`config.mk`:
```
export PLATFORM = sky130hd
export DESIGN_NAME = trap_ctrl
export DESIGN_NICKNAME = d
export VERILOG_FILES = /design/src/rtl/trap_ctrl.sv
export SDC_FILE = /design/constraint.sdc
export NUM_CORES = 1
export LEC_CHECK = 0
export BUFFER_PORTS_ARGS = -buffer_cell sky130_fd_sc_hd__buf_2
export CAP_MARGIN = 25
export CORE_AREA = 2 2 167 169
export DETAILED_ROUTE_END_ITERATION = 16
export DIE_AREA = 0 0 169 171
export SKIP_LAST_GASP = 1
export SLEW_MARGIN = 20
export SYNTH_ARGS = -nofsm -noshare
export SYNTH_HDL_FRONTEND = slang
export SYNTH_SLANG_ARGS = --single-unit
```
`constraint.sdc`:
```
create_clock -name clk_i -period 4.5 [get_ports clk_i]
set_input_delay 0.45 -clock clk_i [delete_from_list [all_inputs] [get_ports clk_i]]
set_output_delay 0.45 -clock clk_i [all_outputs]
set_load 0.05 [all_outputs]
```
`src/rtl/trap_ctrl.sv`:
```
// Trap/return sequencer: owns the CSR write port, writes trap CSRs one per cycle
// on exception/interrupt/MRET, then redirects fetch and flushes the pipe.
module trap_ctrl #(
  parameter int DW     = 32,
  parameter int CSR_AW = 12
) (
  input  logic              clk_i,
  input  logic              rst_i,
  input  logic              exc_vld_i,
  input  logic [DW-1:0]     exc_cause_i,
  input  logic [DW-1:0]     exc_pc_i,
  input  logic [DW-1:0]     exc_tval_i,
  input  logic              mret_i,
  input  logic              irq_i,
  input  logic [DW-1:0]     int_pc_i,
  input  logic [DW-1:0]     csr_mtvec_i,
  input  logic [DW-1:0]     csr_mepc_i,
  input  logic [DW-1:0]     csr_mstatus_i,
  input  logic [CSR_AW-1:0] pipe_csr_waddr_i,
  input  logic              pipe_csr_wvld_i,
  input  logic [DW-1:0]     pipe_csr_wdata_i,
  output logic [CSR_AW-1:0] csr_waddr_o,
  output logic              csr_waddr_vld_o,
  output logic [DW-1:0]     csr_wdata_o,
  output logic              hold_o,
  output logic              flush_o,
  output logic              redirect_vld_o,
  output logic [DW-1:0]     redirect_pc_o,
  output logic [2:0]        state_dbg_o
);

  // Handshake: requests are single-cycle strobes sampled only in IDLE; there is
  // no ready back-channel -- hold_o stalls the pipe while the sequence runs.
  typedef enum logic [2:0] {
    IDLE    = 3'd0,
    W_EPC   = 3'd1,
    W_CAUSE = 3'd2,
    W_TVAL  = 3'd3,
    W_STAT  = 3'd4,
    R_STAT  = 3'd5,
    JUMP    = 3'd6
  } state_t;

  localparam logic [CSR_AW-1:0] A_MSTATUS = CSR_AW'(12'h300);
  localparam logic [CSR_AW-1:0] A_MEPC    = CSR_AW'(12'h341);
  localparam logic [CSR_AW-1:0] A_MCAUSE  = CSR_AW'(12'h342);
  localparam logic [CSR_AW-1:0] A_MTVAL   = CSR_AW'(12'h343);
  localparam logic [DW-1:0]     IRQ_CAUSE = {1'b1, (DW-1)'(11)};

  state_t          state_q, state_d;
  logic [DW-1:0]   pc_q, cause_q, tval_q, snap_q;
  logic            is_irq_q, is_mret_q;
  logic            take_exc, take_mret, take_irq, load;
  logic [DW-1:0]   trap_stat, mret_stat, base, trap_target;

  assign take_exc  = exc_vld_i;
  assign take_mret = !exc_vld_i && mret_i;
  assign take_irq  = !exc_vld_i && !mret_i && irq_i && csr_mstatus_i[3];

  always_comb begin
    trap_stat        = snap_q;
    trap_stat[7]     = snap_q[3];
    trap_stat[3]     = 1'b0;
    trap_stat[12:11] = 2'b11;
    mret_stat        = snap_q;
    mret_stat[3]     = snap_q[7];
    mret_stat[7]     = 1'b1;
    mret_stat[12:11] = 2'b11;
  end

  // Vectored mode only offsets interrupts; exceptions always land on the base.
  assign base = {csr_mtvec_i[DW-1:2], 2'b00};
  assign trap_target = (is_irq_q && csr_mtvec_i[1:0] == 2'b01)
                       ? base + {{(DW-7){1'b0}}, cause_q[4:0], 2'b00}
                       : base;

  always_comb begin
    state_d         = state_q;
    load            = 1'b0;
    csr_waddr_o     = '0;
    csr_waddr_vld_o = 1'b0;
    csr_wdata_o     = '0;
    hold_o          = 1'b1;
    flush_o         = 1'b0;
    redirect_vld_o  = 1'b0;
    redirect_pc_o   = '0;
    unique case (state_q)
      IDLE: begin
        if (take_exc || take_mret || take_irq) begin
          load    = 1'b1;
          state_d = take_mret ? R_STAT : W_EPC;
        end else begin
          hold_o          = 1'b0;
          csr_waddr_o     = pipe_csr_waddr_i;
          csr_waddr_vld_o = pipe_csr_wvld_i;
          csr_wdata_o     = pipe_csr_wdata_i;
        end
      end
      W_EPC: begin
        csr_waddr_o = A_MEPC; csr_wdata_o = pc_q; csr_waddr_vld_o = 1'b1;
        state_d = W_CAUSE;
      end
      W_CAUSE: begin
        csr_waddr_o = A_MCAUSE; csr_wdata_o = cause_q; csr_waddr_vld_o = 1'b1;
        state_d = W_TVAL;
      end
      W_TVAL: begin
        csr_waddr_o = A_MTVAL; csr_wdata_o = tval_q; csr_waddr_vld_o = 1'b1;
        state_d = W_STAT;
      end
      W_STAT: begin
        csr_waddr_o = A_MSTATUS; csr_wdata_o = trap_stat; csr_waddr_vld_o = 1'b1;
        state_d = JUMP;
      end
      R_STAT: begin
        csr_waddr_o = A_MSTATUS; csr_wdata_o = mret_stat; csr_waddr_vld_o = 1'b1;
        state_d = JUMP;
      end
      JUMP: begin
        flush_o        = 1'b1;
        redirect_vld_o = 1'b1;
        redirect_pc_o  = is_mret_q ? csr_mepc_i : trap_target;
        state_d        = IDLE;
      end
      default: state_d = IDLE;
    endcase
    // Reset silences everything immediately so an aborted sequence emits nothing more.
    if (rst_i) begin
      load            = 1'b0;
      csr_waddr_o     = '0;
      csr_waddr_vld_o = 1'b0;
      csr_wdata_o     = '0;
      hold_o          = 1'b0;
      flush_o         = 1'b0;
      redirect_vld_o  = 1'b0;
      redirect_pc_o   = '0;
    end
  end

  always_ff @(posedge clk_i) begin
    if (rst_i) begin
      state_q   <= IDLE;
      pc_q      <= '0;
      cause_q   <= '0;
      tval_q    <= '0;
      snap_q    <= '0;
      is_irq_q  <= 1'b0;
      is_mret_q <= 1'b0;
    end else begin
      state_q <= state_d;
      if (load) begin
        pc_q      <= take_exc ? exc_pc_i : int_pc_i;
        cause_q   <= take_exc ? exc_cause_i : IRQ_CAUSE;
        tval_q    <= take_exc ? exc_tval_i : '0;
        snap_q    <= csr_mstatus_i;
        is_irq_q  <= take_irq;
        is_mret_q <= take_mret;
      end
    end
  end

  assign state_dbg_o = state_q;

endmodule
```
==> results.md, run 1 <==
- Final Cell Area: 10000 um^2
- Asr flop ratio synth: 0%
- CTS buffer count: 17
- Initial DRC Count: 383
- Met1 WL: 11100 um
- Status: finished, final reports clean
- Ordered cell list for the critical path: nand2_1 > or3_1 > inv_1 > o21ai_0 > a21oi_1 > buf_2
- First-pass DRT Iterations: 5
- Slowest CP cell: dfxtp_2
- Placed cell areas: 9450 um^2
- Gpl congestion: 0.882
- R2R Setup Slk: 1.67 ns
- TritonCTS Sinks: about 130
- WL met3: 2340 um
- TritonCTS clock tree: done
- Mapped Avg Cell Area: 7.98 um^2
- Cells after synthesis: 940
- Worst Hold Class: input pin to flop
- Clock transition at the registers of the reported paths: 0.06 ns
- Placed cell count: 1567
- First-pass GRT wire length: 43200 um
- Cell area after synthesis: between 7000 and 8000 um^2
- Unique cell type count in the Yosys netlist: 63
- Ys Warns: 0
- DP HPWL: ~22000 um
- Std-Cell Rows: 61
- CTS HTree Levels: 4
- Maximum vdd ir drop: 266 uV
- Die Ht: 171 um
- Post-Syn Nets: 1220
- Vias: 8177
- Initial antenna violation count: 10
- Setup TNS: 0 ns
- FF+latch count, synth: 131
- Fin crit period: about 3.7 ns
- Fin cells: 1605
- IO buf count: 354
- FF-to-FF End: pc_q[10]
- Tcrit/Tclk final: 83.0%
- Vias in the first global route: 7755
- Die width: 169 um
- Core Region: approximately 27000 um^2
- Drt drc: 0
- Root Buffer: clkbuf_16
- Sequential area share after synthesis: 35.0%
- Final setup vio count: 0
- WL final: 29100 um
- Pre-CTS setup slack: about 1.2 ns
- Reg2reg path depth: 6
- Critical Path RT: 4.05 ns
- Max Freq: 268 MHz
- Uppermost layer routed: met5
- FF+latch area: 2630 um^2
- WL per Instance: 18.1 um
- Post-synth top area cell: dfxtp_1
- Power Density: slightly above 400 nW/um^2
- Critical Path End: redirect_pc_o[20]
- Multi-input logic area: between 4000 and 5000 um^2
- Top cell type's share of synthesized area: 35.0%
- Worst Setup End Kind: output port
- Critical R2R Launch: state_dbg_o[1]
- Share of post-route cells with drive strength above 1: between 30% and 40%
- Clock Latency Late Sink: 0.42 ns
- Area Growth Syn to Fin: 33.8%
- Hold Buf Count CTS: 0
- Met2 wire length: 14800 um
- CTS max path bufs: 2
- Ports: 357
- Synth top area cells: dfxtp_1 35%, a22oi_1 8.9%, nor2_1 8.5%
- Final #Nets: approximately 1500
- Critical Path Source: state_dbg_o[1]
- Leakage power: 4.45 nW
- Fillers: between 2000 and 3000
- Arrival time worst endpoint: 3.29 ns
- Total Routing Usage GR: slightly below 20%
- Largest net degree at the start of global routing: 67
- Via/cell ratio: around 5.1
- Clock skew: ~0.013 ns
- Max cap viols: 0
- Die area: 28900 um^2
- Worst Path Max Fanout: 30
- Commonest non-fill, non-tap cells in the layout: 353 x buf_2, 169 x nor2_1, 128 x dfxtp_1
- Final core occ: 36.7%
- Worst Slack Setup Final: 0.764 ns
- RSZ-0062 raised after global routing: no
- EDFF count, synth: 0
- Final max-slew violation count: 0
- Slew HR: about 45%
- Slew @ Worst Pin: 0.827 ns
- Hold Fails Final Rpt: 0
- Critical path class: flop to output port
- Antenna Nets Post-Route: 0
- Most common cell after layout, fill and taps aside: buf_2
- Post-CTS Setup Bufs: 0
- Setup crit start kind: flop
- # resized after CTS: 0
- Primary FF master, synth: dfxtp_1
- Starting Density: between 20% and 30%
- GRT Residual Overflow: 0
- CP max stage delay: 0.85 ns
-- cell families after synthesis --
kind of cell	synth area share (%)
XOR/XNOR	1.98
flip-flops	35.0
AND/OR/NAND/NOR	19.7
multiplexers	9.17
AO/OA/AOI/OAI	27.0
buffers and inverters	6.10
adder cells (fa/ha/maj)	1.10
-- metal layers --
layer,vias to the layer above,track usage (%)
met4,8,7.13
li1,4038,-
met5,-,0
met3,44,6.06
met1,3768,20.8
met2,319,36.1
-- cell usage after synthesis, types with 10 or more instances --
| cell type | count |
|---|---|
| a221oi_1 | 28 |
| a211oi_1 | 47 |
| a22oi_1 | 89 |
| mux2i_1 | 35 |
| nand4_1 | 10 |
| dfxtp_1 | 131 |
| inv_1 | 10 |
| nor2_1 | 169 |
| buf_2 | 26 |
| nand3_1 | 10 |
| mux2_2 | 30 |
| a21oi_1 | 70 |
| o21ai_0 | 25 |
| nand2_1 | 77 |
| clkbuf_1 | 51 |
| nor3_1 | 12 |
-- worst min-delay path by stage --
stage                            startpoint         end  slack, ns  cells after the start
after floorplan                   snap_q[3]   snap_q[3]       0.43                      2
after global placement           snap_q[24]  snap_q[24]       0.44                      2
after detailed placement          snap_q[3]   snap_q[3]       0.45                      2
after CTS                 csr_mstatus_i[24]  snap_q[24]       0.25                      3
after global routing       csr_mstatus_i[6]   snap_q[6]       0.26                      3
final                        exc_tval_i[15]  tval_q[15]       0.26                      3
-- critical path: cells and delay by family (launching register included) --
kind	cells	cell delay [ns]
AO/OA/AOI/OAI	2	0.44
buffers and inverters	2	0.90
flip-flops	1	0.85
AND/OR/NAND/NOR	2	0.65
-- state kept, by name, indices dropped and copies added, names as in the netlist --
signal	cells
cause_q	32
pc_q	32
tval_q	32
snap_q	30
state_dbg_o	3
is_irq_q	1
is_mret_q	1
-- final cells by class --
type,instances,area share [%]
Antenna cell,6,0.150
Tap cell,346,4.31
Clock buffer,21,4.69
Timing Repair Buffer,370,19.0
Sequential cell,131,26.2
Multi-Input combinational cell,709,44.3
Inverter,11,0.411
Clock inverter,11,1.01
-- stage by stage --
step,hold WS [ns],total power [mW]
2_1_floorplan,0.433,2.34
3_3_place_gp,0.441,2.76
3_5_place_dp,0.446,2.79
4_1_cts,0.246,4.15
5_1_grt,0.255,4.33
6_report,0.263,4.09
-- power by group --
part / switching (mW) / total, mW / internal, mW
clock network: 0.537 / 1.34 / 0.805
logic: 0.835 / 1.30 / 0.465
registers: 0.129 / 1.45 / 1.32
No activity file was read; power rests on OpenSTA's default activity.
==> run 2: changes to the inputs <==
--- a/config.mk
+++ b/config.mk
@@ -5,6 +5,7 @@
 export SDC_FILE = /design/constraint.sdc
 export NUM_CORES = 1
 export LEC_CHECK = 0
+export ABC_AREA = 1
 export BUFFER_PORTS_ARGS = -buffer_cell sky130_fd_sc_hd__buf_2
 export CAP_MARGIN = 25
 export CORE_AREA = 2 2 167 169
==> constraint.sdc (replaced) <==
create_clock -name clk_i -period 3.4 [get_ports clk_i]
set_input_delay 0.34 -clock clk_i [delete_from_list [all_inputs] [get_ports clk_i]]
set_output_delay 0.34 -clock clk_i [all_outputs]
set_load 0.05 [all_outputs]
==> run 2 against run 1 <==
Net effect:
- routed wire length grew 10%
- total power grew 31%
- hold slack lost 0.14 ns
- via count grew 13%
- clock skew shrank 0.0015 ns
- clock power grew 46%
- count of clock-buffer cells in the layout shrank 3
- core utilization grew 0.61 points
- first-iteration DRC count grew 64%
- critical path depth grew 2
- critical path type unchanged
- largest power group is now the clock network
- highest routed layer unchanged
==> results.md, run 2 <==
- Post-synth top area cell: dfxtp_1
- Starting Density: 27.5% (+0.032 points)
- Max cap viols: 0 (unchanged)
- Fin crit period: 3.05 ns
- Clock Latency Late Sink: 0.42 ns (about the same)
- Setup TNS: 0 ns (unchanged)
- Slew HR: 42.5% (-2.2 points)
- Final setup vio count: 0 (unchanged)
- Die width: 169 um (unchanged)
- Worst Slack Setup Final: 0.353 ns (-0.411 ns)
- RSZ-0062 raised after global routing: no
- Biggest registers after layout: cause_q x32, pc_q x32, tval_q x32
- Maximum vdd ir drop: 269 uV (+1.1%)
- Hold-critical path depth: 3 (unchanged)
- Gpl congestion: 0.882 (about the same)
- Share of post-route cells with drive strength above 1: 28.5% (-7.8 points)
- Max Freq: 328 MHz
- Die area: 28900 um^2 (unchanged)
- Vias: 9232 (+13%)
- Antenna Nets Post-Route: 0 (unchanged)
- Area Growth Syn to Fin: 35.9%
- Commonest non-fill, non-tap cells in the layout: 353 x buf_2, 308 x nand2_1, 130 x dfxtp_1
- Drt drc: 0 (unchanged)
- Largest net degree at the start of global routing: 65 (-3.0%)
- Final #Nets: 1756 (+16%)
- Ys Warns: 0 (unchanged)
- TritonCTS clock tree: done
- Most common cell after layout, fill and taps aside: buf_2
- Root Buffer: clkbuf_16
- Count leader, synth: nand2_1
- Post-CTS Setup Bufs: 0 (unchanged)
- Mapped Avg Cell Area: 6.43 um^2 (-19%)
- Vias in the first global route: 8553 (+10%)
- Unique cell type count in the Yosys netlist: 36 (-43%)
- EDFF count, synth: 0 (unchanged)
- DP HPWL: 23900 um (+11%)
- Sequential area share after synthesis: 34.9% (-0.041 points)
- Ordered cell list for the critical path: nand2_1 > nor2_4 > buf_12 > nand2_1 > o21ai_0 > a221oi_1 > a21oi_1 > buf_2
- Status: finished, final reports clean
- Most common cell on crit path: nand2_1
- CTS buffer count: 17 (unchanged)
- Die Ht: 171 um (unchanged)
- Critical Path RT: 3.06 ns (-0.99 ns)
- IO buf count: 354 (unchanged)
- CTS max path bufs: 2 (unchanged)
- GRT Residual Overflow: 0 (unchanged)
- Total Routing Usage GR: 21.4% (+2.0 points)
- FF+latch area: 2620 um^2 (about the same)
- Sw Ratio: 37.0% (+0.30 points)
- Worst Path Max Fanout: 18 (-40%)
- Worst Setup End Kind: output port
- Hold Fails Final Rpt: 0 (unchanged)
- Logic pwr share: 29.0% (-2.8 points)
- WL final: 32000 um (+10%)
- Worst Hold Launch: csr_mstatus_i[24]
- Critical R2R Launch: state_dbg_o[1]
- Arrival time worst endpoint: 2.71 ns (-0.58 ns)
- Synth top area cells: dfxtp_1 35%, nand2_1 15%, a21oi_1 8.3%
- Multi-input logic area: 4230 um^2 (-4.8%)
- FF-to-FF End: pc_q[6]
- Placed cell count: 1803 (+15%)
- Post-Syn Nets: 1449 (+19%)
- Setup crit start kind: flop
- CP delay by family, top: simple AND/OR/NAND/NOR gates
- Power Density: 525 nW/um^2 (+29%)
- Asr flop ratio synth: 0% (unchanged)
- FF+latch count, synth: 131 (unchanged)
- Net switching power: 1.98 mW (+32%)
- Clock Power Share: 36.5% (+3.7 points)
- Endpoint, Worst Hold: snap_q[24]
- Pint: 3.38 mW (+30%)
- Worst Hold Class: input pin to flop
- Std-Cell Rows: 61 (unchanged)
- Clock transition at the registers of the reported paths: 0.06 ns (about the same)
- Leakage power: 4.70 nW (+5.7%)
- Most instantiated cells after synthesis: 308 x nand2_1, 131 x dfxtp_1, 124 x a21oi_1, 109 x nand3_1, 89 x nor2_1
- Crit path buf inv count: 2 (unchanged)
- Cells after synthesis: 1169 (+24%)
- Via/cell ratio: 5.01 (-1.6%)
- TritonCTS Sinks: 131 (unchanged)
- First-pass GRT wire length: 47800 um (+11%)
- First-pass DRT Iterations: 6 (+1)
- Critical path class: flop to output port
- WL per Instance: 17.4 um (-4.0%)
- Slowest CP cell: nor2_4
- Ports: 357 (unchanged)
- Tcrit/Tclk final: 89.6%
- Final max-slew violation count: 0 (unchanged)
- Primary FF master, synth: dfxtp_1
- Top cell type's share of synthesized area: 34.9% (-0.041 points)
- Slew @ Worst Pin: 0.861 ns (+0.0340 ns)
- R2R Setup Slk: 1.05 ns (-0.62 ns)
- CP max stage delay: 0.51 ns (-0.34 ns)
- CTS HTree Levels: 4 (unchanged)
- Cell area after synthesis: 7510 um^2 (+0.12%)
- Clock skew: 0.0111 ns (-0.00146 ns)
- Seq pwr share: 34.5% (-1.0 points)
- Pre-CTS setup slack: 0.608 ns (-0.577 ns)
- Initial DRC Count: 630 (+64%)
- Initial antenna violation count: 7 (-3)
- Core Region: 27300 um^2 (unchanged)
- Reg2reg path depth: 8 (+2)
- Fillers: 3001 (+2.8%)
- Fin cells: 1841 (+15%)
-- run 2: cell types whose count changed after synthesis, moves of 44 or more --
| cell | delta |
|---|---|
| a22oi_1 | -76 |
| nand3_1 | +99 |
| inv_1 | +71 |
| nand2_1 | +231 |
| nor2_1 | -80 |
| o21ai_0 | +59 |
| a21oi_1 | +54 |
| a211oi_1 | -44 |
-- run 2: cells by family after synthesis --
kind of cell	Yosys count	share of synthesized area, %
adders and majority gates	6	1.10
xor gates and xnor gates	6	0.700
buffers and inverters	170	9.21
AOI/OAI and AO/OA	311	23.6
and+or+nand+nor	545	30.5
DFF	131	34.9
-- run 2: layout make-up --
cell class              count  area share (%)
multi-input cells         868            41.4
flip-flops and latches    131            25.7
repair buffers            372            19.2
well taps                 346            4.24
clock buffers              18            4.20
inverters                  86            3.16
clock inverters            14            1.89
diodes                      6           0.147
-- run 2: worst register-to-register path: stages (launching register included) --
cell and delay (ns):
dfxtp_1 0.36, inv_2 0.21, nand2_2 0.16, nor2_4 0.15, nand2_4 0.25, inv_2 0.57
buf_12 0.28, o21ai_0 0.12, a31oi_1 0.18
-- run 2: what timing repair did --
item,in CTS,in global routing
resized for setup,0,2
hold buffers,0,0
setup endpoints to repair,0,7
hold endpoints to repair,0,0
-- run 2: stage by stage --
stage	total power [mW]	utilization [%]	hold WS, ns	instance area, um^2
global placement	3.42	35.0	0.434	9560
global route	5.62	37.3	0.120	10200
CTS	5.38	37.3	0.111	10200
floorplan	2.85	-	0.425	7510
finish	5.36	37.4	0.123	10200
detailed placement	3.43	35.0	0.440	9560
-- run 2: routing by layer --
metal	global-route usage, %	wire length [um]
met2	37.8	15500
met1	26.2	13400
met5	0	22
met3	3.89	2370
met4	7.51	695
-- run 2: worst max-delay path by stage --
| stage | end | startpoint | depth (start not counted) |
|---|---|---|---|
| 6_report | csr_wdata_o[2] | state_dbg_o[0] | 8 |
| 5_1_grt | redirect_pc_o[16] | cause_q[0] | 12 |
| 4_1_cts | redirect_pc_o[10] | cause_q[0] | 12 |
| 3_5_place_dp | redirect_pc_o[10] | cause_q[0] | 12 |
| 3_3_place_gp | redirect_pc_o[26] | cause_q[0] | 11 |
| 2_1_floorplan | redirect_pc_o[0] | state_dbg_o[2] | 5 |
-- run 2: power by group through the flow --
stage               clock [mW]  sequential (mW)  combinational (mW)
finish                    1.96             1.85                1.55
global route              2.05             1.87                1.70
CTS                       1.97             1.84                1.56
detailed placement           0             1.88                1.56
global placement             0             1.87                1.55
floorplan                    0             1.86               0.992
